===== src/rtl/uart_cfg_ctrl.sv =====
// uart_cfg_ctrl: parses checksummed 4-byte config frames from uart_rx into baud changes and register writes
module uart_cfg_ctrl #(
  parameter logic [2:0] DEF_BAUD = 3'd0,
  parameter int TIMEOUT_CYC = 250000,
  parameter int GUARD_CYC = 5208
) (
  input  logic       clk,
  input  logic       rst,
  input  logic [7:0] rx_dat,
  input  logic       rx_ok,
  output logic [2:0] baud_sel,
  output logic       reg_we,
  output logic [3:0] reg_addr,
  output logic [7:0] reg_wdata,
  output logic       frame_ok,
  output logic       frame_err,
  output logic [1:0] err_code,
  output logic [7:0] err_cnt
);
  localparam int TW = $clog2(TIMEOUT_CYC + 1);
  localparam int GW = $clog2(GUARD_CYC + 1);
  typedef enum logic [1:0] {IDLE, CMD, ARG, CHK} state_t;
  state_t state_q, state_d;
  logic [7:0] cmd_q, arg_q, sum;
  logic [TW-1:0] to_cnt;
  logic [GW-1:0] guard_cnt;
  logic guard_act;
  logic [2:0] pend_baud;
  logic timeout, acc_baud, acc_reg, rej;
  logic [1:0] rej_code;
  assign sum = 8'hA5 + cmd_q + arg_q;
  assign timeout = state_q != IDLE && !rx_ok && to_cnt == TW'(TIMEOUT_CYC - 1);
  // next-state and frame verdict; a timeout only fires when no byte arrives that cycle
  always_comb begin
    state_d = state_q;
    acc_baud = 1'b0;
    acc_reg = 1'b0;
    rej = 1'b0;
    rej_code = 2'd0;
    if (timeout) begin
      state_d = IDLE;
      rej = 1'b1;
      rej_code = 2'd2;
    end else if (rx_ok) begin
      case (state_q)
        IDLE: state_d = rx_dat == 8'hA5 ? CMD : IDLE;
        CMD: state_d = ARG;
        ARG: state_d = CHK;
        default: begin
          state_d = IDLE;
          acc_baud = rx_dat == sum && cmd_q == 8'h01;
          acc_reg = rx_dat == sum && cmd_q[7:4] == 4'h1;
          rej = rx_dat != sum || !(cmd_q == 8'h01 || cmd_q[7:4] == 4'h1);
          rej_code = rx_dat != sum ? 2'd1 : 2'd3;
        end
      endcase
    end
  end
  // FSM state register
  always_ff @(posedge clk) begin
    if (rst) state_q <= IDLE;
    else state_q <= state_d;
  end
  // frame fields, inter-byte timer and registered result outputs
  always_ff @(posedge clk) begin
    if (rst) begin
      cmd_q <= '0;
      arg_q <= '0;
      to_cnt <= '0;
      frame_ok <= 1'b0;
      frame_err <= 1'b0;
      reg_we <= 1'b0;
      reg_addr <= '0;
      reg_wdata <= '0;
      err_code <= '0;
      err_cnt <= '0;
    end else begin
      if (rx_ok && state_q == CMD) cmd_q <= rx_dat;
      if (rx_ok && state_q == ARG) arg_q <= rx_dat;
      to_cnt <= (state_q == IDLE || rx_ok || timeout) ? '0 : to_cnt + 1'b1;
      frame_ok <= acc_baud | acc_reg;
      frame_err <= rej;
      reg_we <= acc_reg;
      if (acc_reg) begin
        reg_addr <= cmd_q[3:0];
        reg_wdata <= arg_q;
      end
      if (rej) begin
        err_code <= rej_code;
        err_cnt <= err_cnt + {7'd0, err_cnt != 8'hFF};
      end
    end
  end
  // guarded baud switch-over; a fresh set-baud acceptance beats a coinciding expiry
  always_ff @(posedge clk) begin
    if (rst) begin
      baud_sel <= DEF_BAUD;
      pend_baud <= DEF_BAUD;
      guard_act <= 1'b0;
      guard_cnt <= '0;
    end else if (acc_baud) begin
      pend_baud <= arg_q[2:0];
      guard_act <= 1'b1;
      guard_cnt <= '0;
    end else if (guard_act) begin
      guard_cnt <= guard_cnt + 1'b1;
      if (guard_cnt == GW'(GUARD_CYC - 1)) begin
        guard_act <= 1'b0;
        baud_sel <= pend_baud;
      end
    end
  end
endmodule


===== config.mk =====
export PLATFORM = sky130hd
export DESIGN_NAME = uart_cfg_ctrl
export DESIGN_NICKNAME = d
export VERILOG_FILES = /design/src/rtl/uart_cfg_ctrl.sv
export SDC_FILE = /design/constraint.sdc
export NUM_CORES = 1
export LEC_CHECK = 0
export BUFFER_PORTS_ARGS = -buffer_cell sky130_fd_sc_hd__buf_2
export CELL_PAD_IN_SITES_DETAIL_PLACEMENT = 1
export CELL_PAD_IN_SITES_GLOBAL_PLACEMENT = 1
export CORE_UTILIZATION = 30
export DETAILED_ROUTE_END_ITERATION = 8
export PLACE_DENSITY_LB_ADDON = 0.25
export SYNTH_ARGS = -nofsm -noshare
export SYNTH_HDL_FRONTEND = slang
export SYNTH_SLANG_ARGS = --single-unit

===== constraint.sdc =====
create_clock -name clk -period 2.8 [get_ports clk]
set_input_delay 0.84 -clock clk [delete_from_list [all_inputs] [get_ports clk]]
set_output_delay 0.84 -clock clk [all_outputs]
set_load 0.005 [all_outputs]

# [Yosys cells after proc, flatten, opt, wreduce, memory -nomap -nowiden]
# Index checks and enable logic that the tools add are counted.
[word_totals] ff_bits=81 word_cells=69
[op_classes] addsub=5 eq_ne=10 muxes=18 bitwise=2 reduce_logical=19
[ops] operator="18-bit by 1-bit adder with 18-bit output (second input constant)" count=1
[ops] operator="18-bit equality test (second input constant)" count=1
[ops] operator="13-bit by 1-bit adder with 13-bit output (second input constant)" count=1
[ops] operator="13-bit equality test (second input constant)" count=1
[ops] operator="1-bit 2-to-1 mux" count=13
[ops] operator="8-bit by 1-bit adder with 8-bit output" count=1
[ops] operator="8-bit adder" count=1
[ops] operator="8-bit adder (first input constant)" count=1
[ops] operator="8-bit by 1-bit equality test with 1-bit output (second input constant)" count=1
[ops] operator="8-bit equality test" count=1
[ops] operator="8-bit equality test (second input constant)" count=1
[ops] operator="2-bit 2-to-1 mux" count=4
[ops] operator="8-bit != test" count=1
[ops] operator="8-bit != test (second input constant)" count=1
[ops] operator="1-bit logical AND" count=6
[ops] operator="2-bit one-hot mux with 3 select lines" count=1
[ops] operator="2-bit OR reduction" count=3
[ops] operator="4-bit by 1-bit equality test with 1-bit output (second input constant)" count=1
[ops] operator="1-bit logical OR" count=4
[ops] operator="3-bit AND reduction" count=1
[ops] operator="3-bit OR reduction" count=1
[ops] operator="2-bit by 1-bit equality test with 1-bit output (second input constant)" count=1
[ops] operator="2-bit equality test (second input constant)" count=1
[ops] operator="1-bit logical NOT" count=2
[ops] operator="other kinds (4)" count=4

# [Depth between registers and ports, before layout]
[depth] word_depth=9 ltp_mapped=14 mapped_depth_nobuf=12

# [Worst setup path after synthesis]
# No wires, ideal clock.
[synth_timing] kind="flip-flop to flip-flop" startpoint="register cmd_q[1]" endpoint="register reg_addr[0]" setup_time_ns=0.128 t_arrival_ns=2.871 required_ns=2.672 slack_ns=-0.198 stages_incl_launch_ff=13 synth_period_minus_slack_ns=2.998 cell_sequence="dfxtp_1 -> ha_1 -> ha_1 -> fa_1 -> xnor2_1 -> nand3_1 -> nor4_4 -> nand2_1 -> or4_4 -> buf_6 -> buf_12 -> mux2i_1 -> nor2_1"
[synth_between] elab_chain_cells=7
[synth_rtl] item="from (decl)" line="24" source="logic [7:0] cmd_q, arg_q, sum;"
[synth_rtl] item="from (signal assigned)" line="78" source="if (rx_ok && state_q == CMD) cmd_q <= rx_dat;"
[synth_rtl] item="8-bit adder (2 in series)" line="31" source="assign sum = 8'hA5 + cmd_q + arg_q;"
[synth_rtl] item="8-bit equality test" line="52" source="acc_reg = rx_dat == sum && cmd_q[7:4] == 4'h1;"
[synth_rtl] item="1-bit logical AND" line="52"
[synth_rtl] item="1-bit 2-to-1 mux" line="45" source="case (state_q)"
[synth_rtl] item="1-bit 2-to-1 mux" line="44" source="end else if (rx_ok) begin"
[synth_rtl] item="1-bit 2-to-1 mux" line="40" source="if (timeout) begin"
[synth_rtl] item="to (signal assigned)" line="85" source="reg_addr <= cmd_q[3:0];"
[synth_rtl] item="to (decl)" line="13" source="output logic [3:0] reg_addr,"
# Every way passes these cells.
# A chain may end at the register's enable or synchronous reset.

# [Worst setup path in the final report]
[layout_timing] startpoint="register arg_q[1]" endpoint="register reg_wdata[7]"
[layout_between] elab_chain_cells=6
[layout_rtl] item="from (decl)" line="24"
[layout_rtl] item="from (signal assigned)" line="79" source="if (rx_ok && state_q == ARG) arg_q <= rx_dat;"
[layout_rtl] item="8-bit adder" line="31"
[layout_rtl] item="8-bit equality test" line="52"
[layout_rtl] item="1-bit logical AND" line="52"
[layout_rtl] item="1-bit 2-to-1 mux" line="45"
[layout_rtl] item="1-bit 2-to-1 mux" line="44"
[layout_rtl] item="1-bit 2-to-1 mux" line="40"
[layout_rtl] item="to (signal assigned)" line="86" source="reg_wdata <= arg_q;"
[layout_rtl] item="to (decl)" line="14" source="output logic [7:0] reg_wdata,"
# Every way passes these cells.

==> run summary <==
The tools report the clock root buffer master as sky130_fd_sc_hd__clkbuf_16. The routed via count was 3242. Setup repair after global routing could not meet its margin everywhere. The die covers 13300 sq um. The worst setup path is captured at a register. The HPWL after detailed placement was 7.29 mm. Using the TritonRoute via totals, the vias-per-cell ratio works out to 4.85. The critical path required time is 3030 ps. TritonCTS built the clock tree. Timing would allow up to 350 MHz. The synthesized design spends more area on one cell type than any other, namely sky130_fd_sc_hd__dfxtp_1.

The gate count of the mapped netlist came out at 443. In this run, distinct cell masters in the synthesized netlist total 42. After detailed routing, the number of remaining DRC violations is 0.

The clock network burns 49.6% of the power. The area growth from synthesis to layout is 24.0%. At the placement stage, the worst setup path has a slack of -35.1 ps.

Data arrives at the worst endpoint at 3090 ps. For this block, the routed nets add up to 9.97 mm of wire. For the worst flop-to-flop path, the logic depth is 10.

In the synthesized netlist the dominant register cell turns out to be sky130_fd_sc_hd__dfxtp_1. The hold violation count in the final report was 0. Sequential cells burn 47.8% of the power. The worst register-to-register path ends at reg_wdata[7].

Combinational logic burns 2.7% of the power. Net switching is 22.7% of the power. The source of the worst hold timing path was to_cnt[0]. The number of instances on the worst hold path came out at 1. Overall power: 2.41 mW.

By instance count, the leading cell after synthesis is sky130_fd_sc_hd__dfxtp_1. For this design the ratio of total power to cell area is 506 nW/um^2. By area the synthesized netlist is led by sky130_fd_sc_hd__dfxtp_1, sky130_fd_sc_hd__ha_1, sky130_fd_sc_hd__nor2_1. The run gives 0 as the initial antenna violation count. The share of flip-flops with an asynchronous set or reset works out to 0%. The number of failing setup endpoints in the final timing report was 5; the register-to-register setup slack was -60 ps. The region available for standard cell placement spans 12300 sq um. For this run, global-route usage on met2 was measured as 26.6%. The post-synth net total was 476; the number of nets with antenna violations after routing was 0.

CTS saw 81 sinks. The worst hold path terminates at to_cnt[0]. After synthesis, the most frequently instantiated cells are sky130_fd_sc_hd__dfxtp_1, sky130_fd_sc_hd__nor2_1, sky130_fd_sc_hd__nand2_1. In this run the core area contains 40 standard-cell rows. The tools report the final setup slack of the worst path as -59.0 ps. The tools report the internal power as 1.87 mW. The biggest fanout along the worst timing path works out to 6. Dividing the synthesized area by the synthesized cell count gives 8.68 sq um. Entering global routing, the biggest net connects 28 pins. IR analysis of the VDD net gives a maximum drop of 313 uV.

The initial core utilization is 31.4%. For this design, the slowest cell found on the critical path is sky130_fd_sc_hd__or4_4. For the remaining global-route overflow, the log shows 0. The die is 115 um tall. The pre-antenna-repair detailed-routing pass consisted of 4 iterations. Of the synthesized area, sequential elements account for 42.2%. 0 antenna diodes ended up in the layout.

Time the worst path needs with I/O delays and setup: 2860 ps. The final count of pins violating max slew is 0, and the final cell utilization of the core is 38.9%. Summed over all cells, the static leakage comes to 1.93 nW. Summing every instance area after synthesis gives 3840 sq um. The final reports fail on setup timing.

In the global route stage, overall resource usage came out at 16.5%. The share of the synthesized area in the top cell type is 42.2%, and the count of maximum capacitance violations is 0. The critical path goes through ha_4 > ha_4 > fa_2 > nand3_2 > a21o_1 > a21oi_1 > nand4b_1 > or4_4 > mux2i_1 > nor2_1. The later pin in the worst-skew pair is clocked with a latency of 350 ps. The kind of cell with the highest combined delay along the critical path is simple AND/OR/NAND/NOR gates.

The count of buffers from port buffering was 38; the number of primary I/O pins was 39. The run gives 0.547 mW as the switching power. Dividing the detail-routed wire length by the instance count gives 14.9 um. Global routing consumed, on the met1 layer, 21.0% of the routing resources.

The ratio of cells with drive above 1 in the final layout was 21.8%. The synthesized design contains 0 enable-type register cells. In the final design database the tool counted 528 nets. After the first detailed-routing iteration, the DRC count stood at 132. Counting stages on the worst path, the most repeated cell is sky130_fd_sc_hd__ha_4. After clock tree synthesis, the clock-pin slew on the worst setup and hold paths is 60 ps. The tools report the fraction of met3 tracks used by global routing as 4.01%. Start-to-end type of the worst setup path: reg2reg. Summed over all failing endpoints, the final setup total negative slack is -112 ps. Type of the most critical hold path: reg2reg. The number of levels in the clock H-tree is 3.

The width of the die was 115 um; the final setup skew was 9.22 ps. The tools report the worst-case clock buffer depth as 2. The peak-usage layer in the global routing report is met2.

The first global-routing pass estimated 16.7 mm of wire. Yosys printed 0 warnings. Number of global-route vias before repair: 3348.

The worst register-to-register path begins at arg_q[1]. The final critical path takes up 102% of the cycle. Counting both buffers and inverters, the worst setup path holds a total of 0. The transition time of the tightest slew-check pin was 646 ps; the highest cell delay on the worst timing path was 710 ps. In this run, synthesis produced a sequential element count of 81. The run finished, with violations left. Headroom to the max-slew limit came out at 56.6%. Buffers inserted during clock tree synthesis total 9. The run gives 0.763 as the routability-driven placement congestion ratio.

The startpoint type of the worst setup path is a register.
==> layer usage <==
layer,routed length [um],vias up
li1,-,1628
met1,4760,1553
met2,4700,48
met3,320,13
met4,181,0
met5,0,-
==> state kept, by name, summed over array words and instances (netlist names) <==
name	flops
reg_wdata	8
baud_sel	3
frame_ok	1
err_cnt	8
guard_act	1
arg_q	8
reg_addr	4
state_q	2
frame_err	1
cmd_q	8
pend_baud	3
guard_cnt	13
err_code	2
reg_we	1
to_cnt	18
==> metrics by stage <==
| stage | hold WS (ps) | instance area (sq um) | cells |
|---|---|---|---|
| after floorplan | 418 | 3890 | 443 |
| after global placement | 427 | 4350 | 650 |
| after detailed placement | 452 | 4350 | 650 |
| after CTS | 464 | 4700 | 668 |
| after global routing | 485 | 4770 | 668 |
| final | 457 | 4770 | 668 |
==> repair_timing <==
action | CTS | global route
hold buffers | 0 | 0
gates cloned | 1 | 0
pin swaps | 5 | 3
setup endpoints to repair | 26 | 34
gates resized for setup | 12 | 15
buffers inserted | 1 | 0
==> cells in the final DEF, fill, tap and decap left out, drive strengths merged <==
master	netlist	final
nand2	44	44
dfxtp	81	81
xor2	22	22
or2	2	2
and3	8	8
o22ai	1	1
clkbuf	13	9
a21o	2	2
xnor2	16	16
nor3	2	2
ha	21	21
mux2i	22	22
nor2	64	64
inv	19	20
or4	2	3
bufinv	0	1
buf	5	58
o211ai	1	1
nand3	32	32
o21ai	10	10
or3	8	8
nand4	13	13
and4	3	3
nor4b	1	1
nand2b	1	1
nand4b	2	2
fa	1	1
clkinv	0	5
nor3b	1	1
o21a	1	1
o21ba	1	1
a2111o	1	1
o31ai	1	1
nor4bb	3	3
nor4	4	4
a21oi	35	35
==> cell type report <==
class / count / area, sq um
clock buffer: 9 / 225
clock inverter: 7 / 70.1
fill: 1448 / 7500
inverter: 19 / 71.3
multi-input combinational: 326 / 2210
sequential: 81 / 1630
tap: 168 / 210
timing repair buffer: 58 / 353
==> worst reg2reg max path, stage by stage (launching register included) <==
cell and delay [ps]:
sky130_fd_sc_hd__dfxtp_2 330, sky130_fd_sc_hd__ha_4 240, sky130_fd_sc_hd__ha_4 160, sky130_fd_sc_hd__fa_2 390, sky130_fd_sc_hd__nand3_2 90, sky130_fd_sc_hd__a21o_1 140
sky130_fd_sc_hd__a21oi_1 60, sky130_fd_sc_hd__nand4b_1 330, sky130_fd_sc_hd__or4_4 710, sky130_fd_sc_hd__mux2i_1 230, sky130_fd_sc_hd__nor2_1 60
==> worst max-delay path by stage <==
| stage | from | endpoint | slack, ps | cells after the start |
|---|---|---|---|---|
| final | arg_q[1] | reg_wdata[7] | -60 | 10 |
| after floorplan | arg_q[1] | reg_addr[0] | -20 | 12 |
| after detailed placement | cmd_q[0] | reg_wdata[1] | -40 | 12 |
| after CTS | arg_q[1] | reg_wdata[7] | -60 | 10 |
| after global routing | cmd_q[2] | err_cnt[7] | -140 | 12 |
| after global placement | arg_q[3] | err_cnt[7] | 30 | 10 |
==> logic make-up (layout without fill, tap and decap cells) <==
logic type | count (synthesis) | after routing | synth area share, %
adder cells (fa/ha/maj) | 22 | 22 | 7.35
multiplexers | 22 | 22 | 5.73
buffers and inverters | 37 | 93 | 4.30
flip-flops | 81 | 81 | 42.2
AO/OA/AOI/OAI | 53 | 53 | 7.55
XOR/XNOR | 38 | 38 | 8.85
AND/OR/NAND/NOR | 190 | 191 | 24.0
==> power by group through the flow <==
stage                     Sequential [mW]  Clock (mW)  Combinational, mW
after global routing                 1.15        1.28             0.0710
after global placement               1.18           0             0.0615
after detailed placement             1.18           0             0.0624
after floorplan                      1.18           0             0.0332
final                                1.15        1.20             0.0643
after CTS                            1.15        1.24             0.0640
Note: power is estimated with default switching activity, not from simulation.
